**src/rtl/rf_alu_pipe.sv**
```systemverilog
// Register file with write-through bypass, ID/EXE pipeline register,
// 8-op ALU and C/Z/N status register.
module rf_alu_pipe #(
    parameter int DATA_W = 16,
    parameter int ADDR_W = 3,
    parameter int IMM_W  = 8,
    parameter int INS_W  = ADDR_W + IMM_W
) (
    input  logic              clk,
    input  logic              Reset,
    input  logic [INS_W-1:0]  Ins,
    input  logic [DATA_W-1:0] WBData,
    input  logic [DATA_W-1:0] MEMData,
    input  logic              WBRF,
    input  logic              WBresource,
    input  logic              RBresource,
    input  logic              OprandB,
    input  logic              LI,
    input  logic              Buff_IDEXE,
    input  logic [2:0]        ALUop,
    input  logic              Flag,
    output logic [DATA_W-1:0] Rm,
    output logic [DATA_W-1:0] Rd,
    output logic [DATA_W-1:0] Sum,
    output logic [DATA_W-1:0] OutR,
    output logic [DATA_W-1:0] LI_EXE,
    output logic              EXE_valid,
    output logic              C,
    output logic              Z,
    output logic              N
);

    localparam int DEPTH = 2 ** ADDR_W;
    localparam logic [DATA_W-1:0] LO_MASK = {DATA_W{1'b1}} >> IMM_W;

    logic [ADDR_W-1:0] rd_a, rm_a, rn_a, rb_a;
    logic [IMM_W-1:0]  imm;
    logic [DATA_W-1:0] wdata, imm_ext, li_val;

    logic [DATA_W-1:0] rf_q [DEPTH];
    logic [DATA_W-1:0] rf_d [DEPTH];

    logic [DATA_W-1:0] a_q, a_d, b_q, b_d;
    logic [DATA_W-1:0] outr_q, outr_d, li_q, li_d;
    logic [2:0]        op_q, op_d;
    logic              flag_q, flag_d, valid_q, valid_d;
    logic              c_q, c_d, z_q, z_d, n_q, n_d;

    logic [DATA_W:0]   ea, eb, ci, ext;

    // ID: decode, bypassed reads, load-immediate build
    always_comb begin
        rd_a    = Ins[INS_W-1 -: ADDR_W];
        rm_a    = Ins[IMM_W-1 -: ADDR_W];
        rn_a    = Ins[IMM_W-1-ADDR_W -: ADDR_W];
        imm     = Ins[IMM_W-1:0];
        rb_a    = RBresource ? rd_a : rn_a;
        wdata   = WBresource ? MEMData : WBData;
        Rm      = (WBRF && rd_a == rm_a) ? wdata : rf_q[rm_a];
        Rd      = (WBRF && rd_a == rb_a) ? wdata : rf_q[rb_a];
        imm_ext = DATA_W'(imm);
        if (LI)
            li_val = (imm_ext << (DATA_W - IMM_W)) | (Rd & LO_MASK);
        else
            li_val = imm_ext;
    end

    always_comb begin
        rf_d = rf_q;
        if (WBRF)
            rf_d[rd_a] = wdata;
    end

    always_comb begin
        a_d     = a_q;
        b_d     = b_q;
        outr_d  = outr_q;
        li_d    = li_q;
        op_d    = op_q;
        flag_d  = flag_q;
        valid_d = 1'b0;
        if (Buff_IDEXE) begin
            a_d     = Rm;
            b_d     = OprandB ? imm_ext : Rd;
            outr_d  = Rd;
            li_d    = li_val;
            op_d    = ALUop;
            flag_d  = Flag;
            valid_d = 1'b1;
        end
    end

    // EXE: subtract forms invert B; carry-in picks 0, 1 or PSW.C
    always_comb begin
        ea  = {1'b0, a_q};
        eb  = op_q[1] ? {1'b0, ~b_q} : {1'b0, b_q};
        ci  = '0;
        ext = '0;
        unique case (op_q)
            3'b000: ci = '0;
            3'b001: ci = (DATA_W+1)'(c_q);
            3'b010: ci = (DATA_W+1)'(1);
            3'b011: ci = (DATA_W+1)'(c_q);
            default: ci = '0;
        endcase
        unique case (op_q)
            3'b100:  ext = {1'b0, a_q & b_q};
            3'b101:  ext = {1'b0, a_q | b_q};
            3'b110:  ext = {1'b0, a_q ^ b_q};
            3'b111:  ext = {1'b0, b_q};
            default: ext = ea + eb + ci;
        endcase
        Sum = ext[DATA_W-1:0];
        c_d = c_q;
        z_d = z_q;
        n_d = n_q;
        if (valid_q && flag_q) begin
            z_d = (Sum == '0);
            n_d = Sum[DATA_W-1];
            if (!op_q[2])
                c_d = ext[DATA_W];
        end
    end

    always_ff @(posedge clk or negedge Reset) begin
        if (!Reset) begin
            for (int i = 0; i < DEPTH; i++)
                rf_q[i] <= '0;
            a_q     <= '0;
            b_q     <= '0;
            outr_q  <= '0;
            li_q    <= '0;
            op_q    <= '0;
            flag_q  <= 1'b0;
            valid_q <= 1'b0;
            c_q     <= 1'b0;
            z_q     <= 1'b0;
            n_q     <= 1'b0;
        end else begin
            rf_q    <= rf_d;
            a_q     <= a_d;
            b_q     <= b_d;
            outr_q  <= outr_d;
            li_q    <= li_d;
            op_q    <= op_d;
            flag_q  <= flag_d;
            valid_q <= valid_d;
            c_q     <= c_d;
            z_q     <= z_d;
            n_q     <= n_d;
        end
    end

    assign OutR      = outr_q;
    assign LI_EXE    = li_q;
    assign EXE_valid = valid_q;
    assign C         = c_q;
    assign Z         = z_q;
    assign N         = n_q;

endmodule
```
**config.mk**
```make
export PLATFORM = sky130hd
export DESIGN_NAME = rf_alu_pipe
export DESIGN_NICKNAME = d
export VERILOG_FILES = /design/src/rtl/rf_alu_pipe.sv
export SDC_FILE = /design/constraint.sdc
export NUM_CORES = 1
export LEC_CHECK = 0
export ABC_AREA = 1
export CAP_MARGIN = 10
export CORE_ASPECT_RATIO = 0.8
export CORE_MARGIN = 2
export CORE_UTILIZATION = 30
export CTS_BUF_LIST = sky130_fd_sc_hd__clkbuf_2 sky130_fd_sc_hd__clkbuf_4 sky130_fd_sc_hd__clkbuf_8
export CTS_CLUSTER_DIAMETER = 30
export DETAILED_ROUTE_END_ITERATION = 10
export GPL_TIMING_DRIVEN = 0
export PLACE_DENSITY = 0.51
export SYNTH_ARGS = -nofsm -noshare
export SYNTH_HDL_FRONTEND = slang
export SYNTH_SLANG_ARGS = --single-unit
```
**constraint.sdc**
```tcl
create_clock -name clk -period 3.7 [get_ports clk]
set_input_delay 0.555 -clock clk [delete_from_list [all_inputs] [get_ports clk]]
set_output_delay 0.555 -clock clk [all_outputs]
set_load 0.01 [all_outputs]
```
==> flow_summary.ini, run 1 <==
[power]
p_seq_frac = 0.371
ir_drop_mv = 0.2619
internal_power_mw = 4.725
switchingPower_mw = 3.047
switching_share = 0.3920
combPwrFrac = 0.410
powerDensity_mw_per_mm2 = 488.6
clockPowerShare = 0.219
leakagePower_nw = 7.363

[clock_network]
numCtsBuffers = 17
h-tree-depth = 4
clock_latency_ps = 510
cts.clk_slew.worst_paths_ps = 120
cts_sinks = 200
tritoncts = yes
root_buffer = clkbuf_8
clockBufferDepth = 2

[global_routing]
grt_first_pass_wirelength_um = 76640
grt_max_degree = 77
grt_usage = 0.2306
overflow = 0
antenna_found_initial = 0
grt_pass1_vias = 12460

[setup_path]
cp_num_cells = 17
cp-end-kind = output pin
worst-endpoint-arrival_ps = 3140
path_buf_inv = 4
cp_slowest_stage_delay_ps = 470
worstPathCellList = buf_8, buf_12, nor2_4, nor2_2, fa_2, fa_2, nand2_4, nand2_8, nand3_4, nand2_4, nand2_4, nand2_2, nand2_2, nand3_2, nand2_4, inv_2, buf_6
reg2reg_slack_ps = 490
timing.rr.start = op_q[1]
slowest_stage = dfrtp_2
path_max_fanout = 5
endpoint = Sum[14]
cp-startpoint = op_q[1]
path_class = reg -> out
r2r_cells = 20
required_ps = 3140
path_delay_family = simple AND/OR/NAND/NOR gates
start_kind = flop
cp_common_cell = nand2_4
timing.rr.end = Z

[routing]
drt_first_iter_violations = 1421
via_per_inst = 5.211
vias = 13090
drt_pass1_iterations = 6
wl_um = 50800
drc = 0
wl_per_cell_um = 20.22
ant_nets = 0

[synthesis]
synth_nets = 1871
avgSynthCellArea_sq_um = 7.156
synth_cells = 1767
async_flop_share = 1.000
yosysWarnings = 0
yosys-top-cells-area = dfrtp_1, nand2_1, o21ai_0
synthFlopType = dfrtp_1
ys_types = 43
synth_area_leader_cell = dfrtp_1
syn_area_sq_mm = 0.01264
yosysTopAreaCellShare = 0.3958
yosysSeqAreaShare = 0.3958
ys_ff_latch = 200
synth_edf_count = 0

[cells_and_area]
mostFrequentLayoutCells = nand2_1, o21ai_0, inv_1, dfrtp_1, a21oi_1
drive_gt1_frac = 0.1235
area_growth_syn_to_layout_pct = 25.78
multiInputGateArea_sq_mm = 0.006666
fin_cells = 2512
final_common_cell = nand2_1
diodes = 0
fin_nets = 2052
seq_area_sq_mm = 0.005006
nFillCells = 4415

[placed_design]
globalplace.congestion = 0.9185
dpl.cell_count = 2456
portBuffers = 135
hpwl_um = 39750

[timing]
fin_skew_ps = 20.60
finalSetupViolations = 0
holdWs_ps = 0.8953
slew_headroom = 0.4944
fmax_mhz = 270.8
fin_setup_tns_ps = 0
hold_viol_final = 0
fin_crit_ps = 3693
worstMarginPinSlew_ps = 758.4
finalCritPeriodShare = 0.9981
drv_slew = 0
rsz0062_at_grt = true

[die]
die-height_um = 187.6
die-width_um = 233.5
initial_core_util = 0.3029
core.rowCount = 67
dieArea_sq_mm = 0.04382
core_sq_mm = 0.04175
num_io_pins = 139

[flow_run]
maxCapViolations = 0

[hold_path]
min_path_type = in -> async

[run_status]
status = completed
==> worst register-to-register path, cell delays in order (launching register included) <==
cell	delay, ps
dfrtp_2	470
buf_8	160
buf_12	140
nor2_4	100
nor2_2	40
fa_2	370
fa_2	400
nand2_4	110
nand2_8	70
nand3_4	110
buf_4	110
nand3b_1	80
nand3_2	90
nand2_2	90
buf_4	140
buf_4	120
nor2_1	70
nand3_1	180
nor2_1	140
nand3_1	90
nand2_1	60
==> timing repair <==
item	CTS	global route
pin swaps	17	31
cloned	0	1
setup buffers	14	14
resized for setup	128	99
hold buffers	0	0
endpoints found under the hold margin	0	0
endpoints found under the setup margin	48	43
==> worst min path at each step <==
stage | start | endpoint | slack, ps | cells past startpoint
final | Reset | rf_q[82] | 0.9 | 1
after global routing | Reset | rf_q[82] | 60 | 1
after CTS | Reset | rf_q[82] | 50 | 1
after detailed placement | flag_q | flag_q | 460 | 2
after global placement | flag_q | flag_q | 450 | 2
after floorplan | Reset | C | 260 | 0
==> kinds of logic (layout without fill, tap and decap cells) <==
kind of cell | count (synthesis) | after routing | share of synthesized area
DFF | 200 | 200 | 0.3958
adders and majority gates | 49 | 49 | 0.04967
xor gates and xnor gates | 14 | 14 | 0.009697
and+or+nand+nor | 618 | 618 | 0.2030
AOI/OAI and AO/OA | 554 | 554 | 0.2344
buffers and inverters | 332 | 525 | 0.1074
==> through the flow <==
step | instance area [sq um] | utilization | setup slack (ps) | power, mW
6_report | 15900 | 0.3810 | 6.863 | 7.771
4_1_cts | 15580 | 0.3733 | -158.9 | 7.595
3_3_place_gp | 14690 | 0.3518 | -7075 | 5.730
3_5_place_dp | 14750 | 0.3532 | -596.3 | 5.767
5_1_grt | 15900 | 0.3810 | -102.1 | 8.256
2_1_floorplan | 12640 | - | 472.2 | 4.548
==> flip-flops by register name, indices dropped and copies added, names as in the netlist <==
| signal | count |
|---|---|
| flag_q | 1 |
| EXE_valid | 1 |
| OutR | 16 |
| rf_q | 128 |
| Z | 1 |
| N | 1 |
| a_q | 16 |
| op_q | 3 |
| LI_EXE | 16 |
| b_q | 16 |
| C | 1 |
==> metal layers <==
metal | share of wire | track usage | vias up
met2 | 0.42 | 0.3383 | 524
met1 | 0.48 | 0.3521 | 6381
li1 | - | - | 6133
met5 | 0 | 0 | -
met3 | 0.076 | 0.03543 | 53
met4 | 0.019 | 0.05307 | 0
==> synth_stat cells (all sizes together) (3+ instances only) <==
master and count:
a21oi 193, a31oi 8, buf 48, clkbuf 71
dfrtp 200, ha 47, inv 212, nand2 424
nand3 86, nand3b 4, nor2 94, o2111ai 5
o211ai 32, o21ai 304, or2 3, xor2 14
==> power by group through the flow <==
stage / Sequential, mW / Combinational (mW) / Clock (mW)
detailed placement: 2.91 / 2.85 / 0
global placement: 2.92 / 2.81 / 0
floorplan: 2.86 / 1.69 / 0
global route: 2.93 / 3.53 / 1.80
finish: 2.88 / 3.19 / 1.70
CTS: 2.88 / 3.00 / 1.72
==> layout make-up <==
cell class,instances,area share
Multi-Input combinational cell,1235,0.4192
Buffer,115,0.03902
Sequential cell,200,0.3148
Clock buffer,20,0.01652
Tap cell,552,0.04343
Inverter,213,0.05043
Timing Repair Buffer,166,0.1044
Clock inverter,11,0.01227
Note: power is estimated with default switching activity, not from simulation.
==> run 2, diff against run 1 <==
==> config.mk (replaced) <==
export PLATFORM = sky130hd
export DESIGN_NAME = rf_alu_pipe
export DESIGN_NICKNAME = d
export VERILOG_FILES = /design/src/rtl/rf_alu_pipe.sv
export SDC_FILE = /design/constraint.sdc
export NUM_CORES = 1
export LEC_CHECK = 0
export ABC_AREA = 0
export CAP_MARGIN = 10
export CORE_ASPECT_RATIO = 0.8
export CORE_MARGIN = 2
export CORE_UTILIZATION = 40
export CTS_BUF_LIST = sky130_fd_sc_hd__clkbuf_2 sky130_fd_sc_hd__clkbuf_4 sky130_fd_sc_hd__clkbuf_8
export CTS_CLUSTER_DIAMETER = 30
export DETAILED_ROUTE_END_ITERATION = 10
export GPL_TIMING_DRIVEN = 0
export PLACE_DENSITY = 0.63
export SYNTH_ARGS = -nofsm -noshare
export SYNTH_HDL_FRONTEND = slang
export SYNTH_SLANG_ARGS = --single-unit
==> run 2 against run 1 <==
The run now ends with negative setup slack left; combinational power rose by 25%; critical path depth decreased by 5; utilization up 13 points; area after synthesis decreased by 3.9%; sequential power is 4% higher.
==> flow_summary.ini, run 2 <==
[cells_and_area]
mostFrequentLayoutCells = dfrtp_1, nand2_1, clkdlybuf4s50_1, o21ai_0, nor2_1
fin_nets = 1447
diodes = 0
drive_gt1_frac = 0.2441
area_growth_syn_to_layout_pct = 26.43
final_common_cell = dfrtp_1
nFillCells = 2682
final_cell_area_sq_mm = 0.01537
largest_reg_flops = 128
top_register = rf_q
final_util = 0.5094

[clock_network]
cts.clk_slew.worst_paths_ps = 120
ctsHoldBuffers = 0
tritoncts = yes
root_buffer = clkbuf_8
clockBufferDepth = 2
clock_latency_ps = 510
numCtsBuffers = 17
cts_sinks = 200
h-tree-depth = 4

[synthesis]
yosys.area_share.simple = 0.09800
yosys-top-cells-area = dfrtp_1, mux4_2, o21ai_0
synth_cells = 1156
async_flop_share = 1.000
synth_mux_area_frac = 0.2192
synth_top_family_by_area = multiplexers
synthFlopType = dfrtp_1
avgSynthCellArea_sq_um = 10.51
yosysTopAreaCellShare = 0.4118
synth_area_leader_cell = dfrtp_1
synth_edf_count = 0
synth_nets = 1260
synthAdderAreaFrac = 0.05168
ys_ff_latch = 200
yosysSeqAreaShare = 0.4118
synth_compound_area_frac = 0.1410
synth_common_cells = dfrtp_1, o21ai_0, nand2_1, nor2_1, a21oi_1
ys_types = 53
yosysWarnings = 0
synth-xor-area-share = 0.02162
yosysMostFrequentCell = dfrtp_1
syn_area_sq_mm = 0.01215

[flow_run]
maxCapViolations = 0

[power]
ir_drop_mv = 0.2711
p_seq_frac = 0.354
leakagePower_nw = 6.595
powerDensity_mw_per_mm2 = 551.4
switchingPower_mw = 3.210
clockPowerShare = 0.176
combPwrFrac = 0.470
internal_power_mw = 5.263
switching_share = 0.3788

[timing]
finalCritPeriodShare = 1.083
hold_viol_final = 0
holdWs_ps = 26.36
rsz0062_at_grt = true
fmax_mhz = 249.7
finalSetupViolations = 10
slew_headroom = 0.1758
worst_slack_ps = -305.5
worstMarginPinSlew_ps = 1202
fin_crit_ps = 4005
drv_slew = 0
fin_setup_tns_ps = -2260
fin_skew_ps = 18.54

[setup_path]
start_kind = flop
reg2reg_slack_ps = 150
timing.rr.start = op_q[1]
r2r_cells = 15
worst-endpoint-arrival_ps = 3450
path_class = reg -> out
required_ps = 3140
timing.rr.end = Z
cp-end-kind = output pin
path_max_fanout = 4

[routing]
via_per_inst = 5.752
drc = 0
drt_pass1_iterations = 5
wl_per_cell_um = 22.68
vias = 10180
wl_um = 40130
ant_nets = 0
drt_first_iter_violations = 962

[global_routing]
grt_first_pass_wirelength_um = 60990
grt_usage = 0.2547
overflow = 0
grt_max_degree = 110
antenna_found_initial = 0
grt_pass1_vias = 10030

[die]
initial_core_util = 0.4029
dieArea_sq_mm = 0.03180
num_io_pins = 139
core_sq_mm = 0.03017
die-width_um = 198.9
core.rowCount = 57
die-height_um = 159.9

[hold_path]
min_path_type = in -> async

[run_status]
violations = negative setup slack
status = finished with violations

[placed_design]
post_dp_cell_area_sq_mm = 0.01405
globalplace.congestion = 0.9007
portBuffers = 131
hpwl_um = 27830
[run 2: cells by family (layout without fill, tap and decap cells)]
group	after synthesis	count (layout)
muxes	153	153
xor gates and xnor gates	30	30
and+or+nand+nor	278	278
AOI/OAI and AO/OA	288	288
DFF	200	200
buffers and inverters	158	358
adders and majority gates	49	49
[run 2: how the worst max path moves through the flow]
stage                     startpoint       to  slack, ps  cells after the start
final                        op_q[1]  Sum[12]       -310                     12
after global routing         op_q[1]  Sum[14]       -440                     11
after CTS                    op_q[1]  Sum[14]       -360                     12
after detailed placement     op_q[2]  Sum[14]      -1070                     13
after global placement         Reset  OutR[8]      -6700                      1
after floorplan              op_q[1]  Sum[14]          3                     14
[run 2: area by class of cell]
class | count | area, sq um | share of cell area
flip-flops and latches | 200 | 5007 | 0.3259
inverters | 61 | 229.0 | 0.01490
multi-input cells | 798 | 6944 | 0.4519
plain buffers | 82 | 465.4 | 0.03029
clock inverters | 13 | 136.4 | 0.008876
well taps | 413 | 516.7 | 0.03363
clock buffers | 19 | 261.5 | 0.01702
repair buffers | 183 | 1805 | 0.1175
[run 2: what timing repair did]
item	CTS	global route
endpoints found under the hold margin	0	0
endpoints found under the setup margin	50	42
gates resized for setup	173	60
setup buffers	32	17
cloned	2	0
pin swaps	38	26
[run 2: per-stage QoR]
stage	setup WS (ps)	instances	power, mW
after detailed placement	-1065	1701	6.399
after global placement	-6703	1700	6.311
after floorplan	3.314	1156	5.073
final	-305.5	1769	8.472
after CTS	-359.7	1756	8.184
after global routing	-441.0	1769	8.922
[run 2: per-layer routing]
metal  up-vias  GRT usage  wire length (um)
met1      5099     0.3766             17760
met2       537     0.3813             17980
met3        70    0.04900              3477
met4         0    0.07259               907
li1       4470          -                 -
met5         -          0                 0
[run 2: power groups by stage]
stage	sequential [mW]	clock (mW)	combinational (mW)
6_report	3.00	1.49	3.98
5_1_grt	3.05	1.60	4.28
4_1_cts	2.98	1.50	3.70
3_5_place_dp	3.02	0	3.38
3_3_place_gp	3.00	0	3.31
2_1_floorplan	2.94	0	2.13
[run 2: critical path: stages, from the launching register on]
cell and delay (ps):
dfrtp_2 480, buf_12 150, mux2i_1 120, nor2_1 80, fa_2 360, fa_2 350
a21o_1 210, a221oi_4 300, o211a_1 300, buf_6 130, o21ai_2 50, a31oi_2 220
buf_2 170
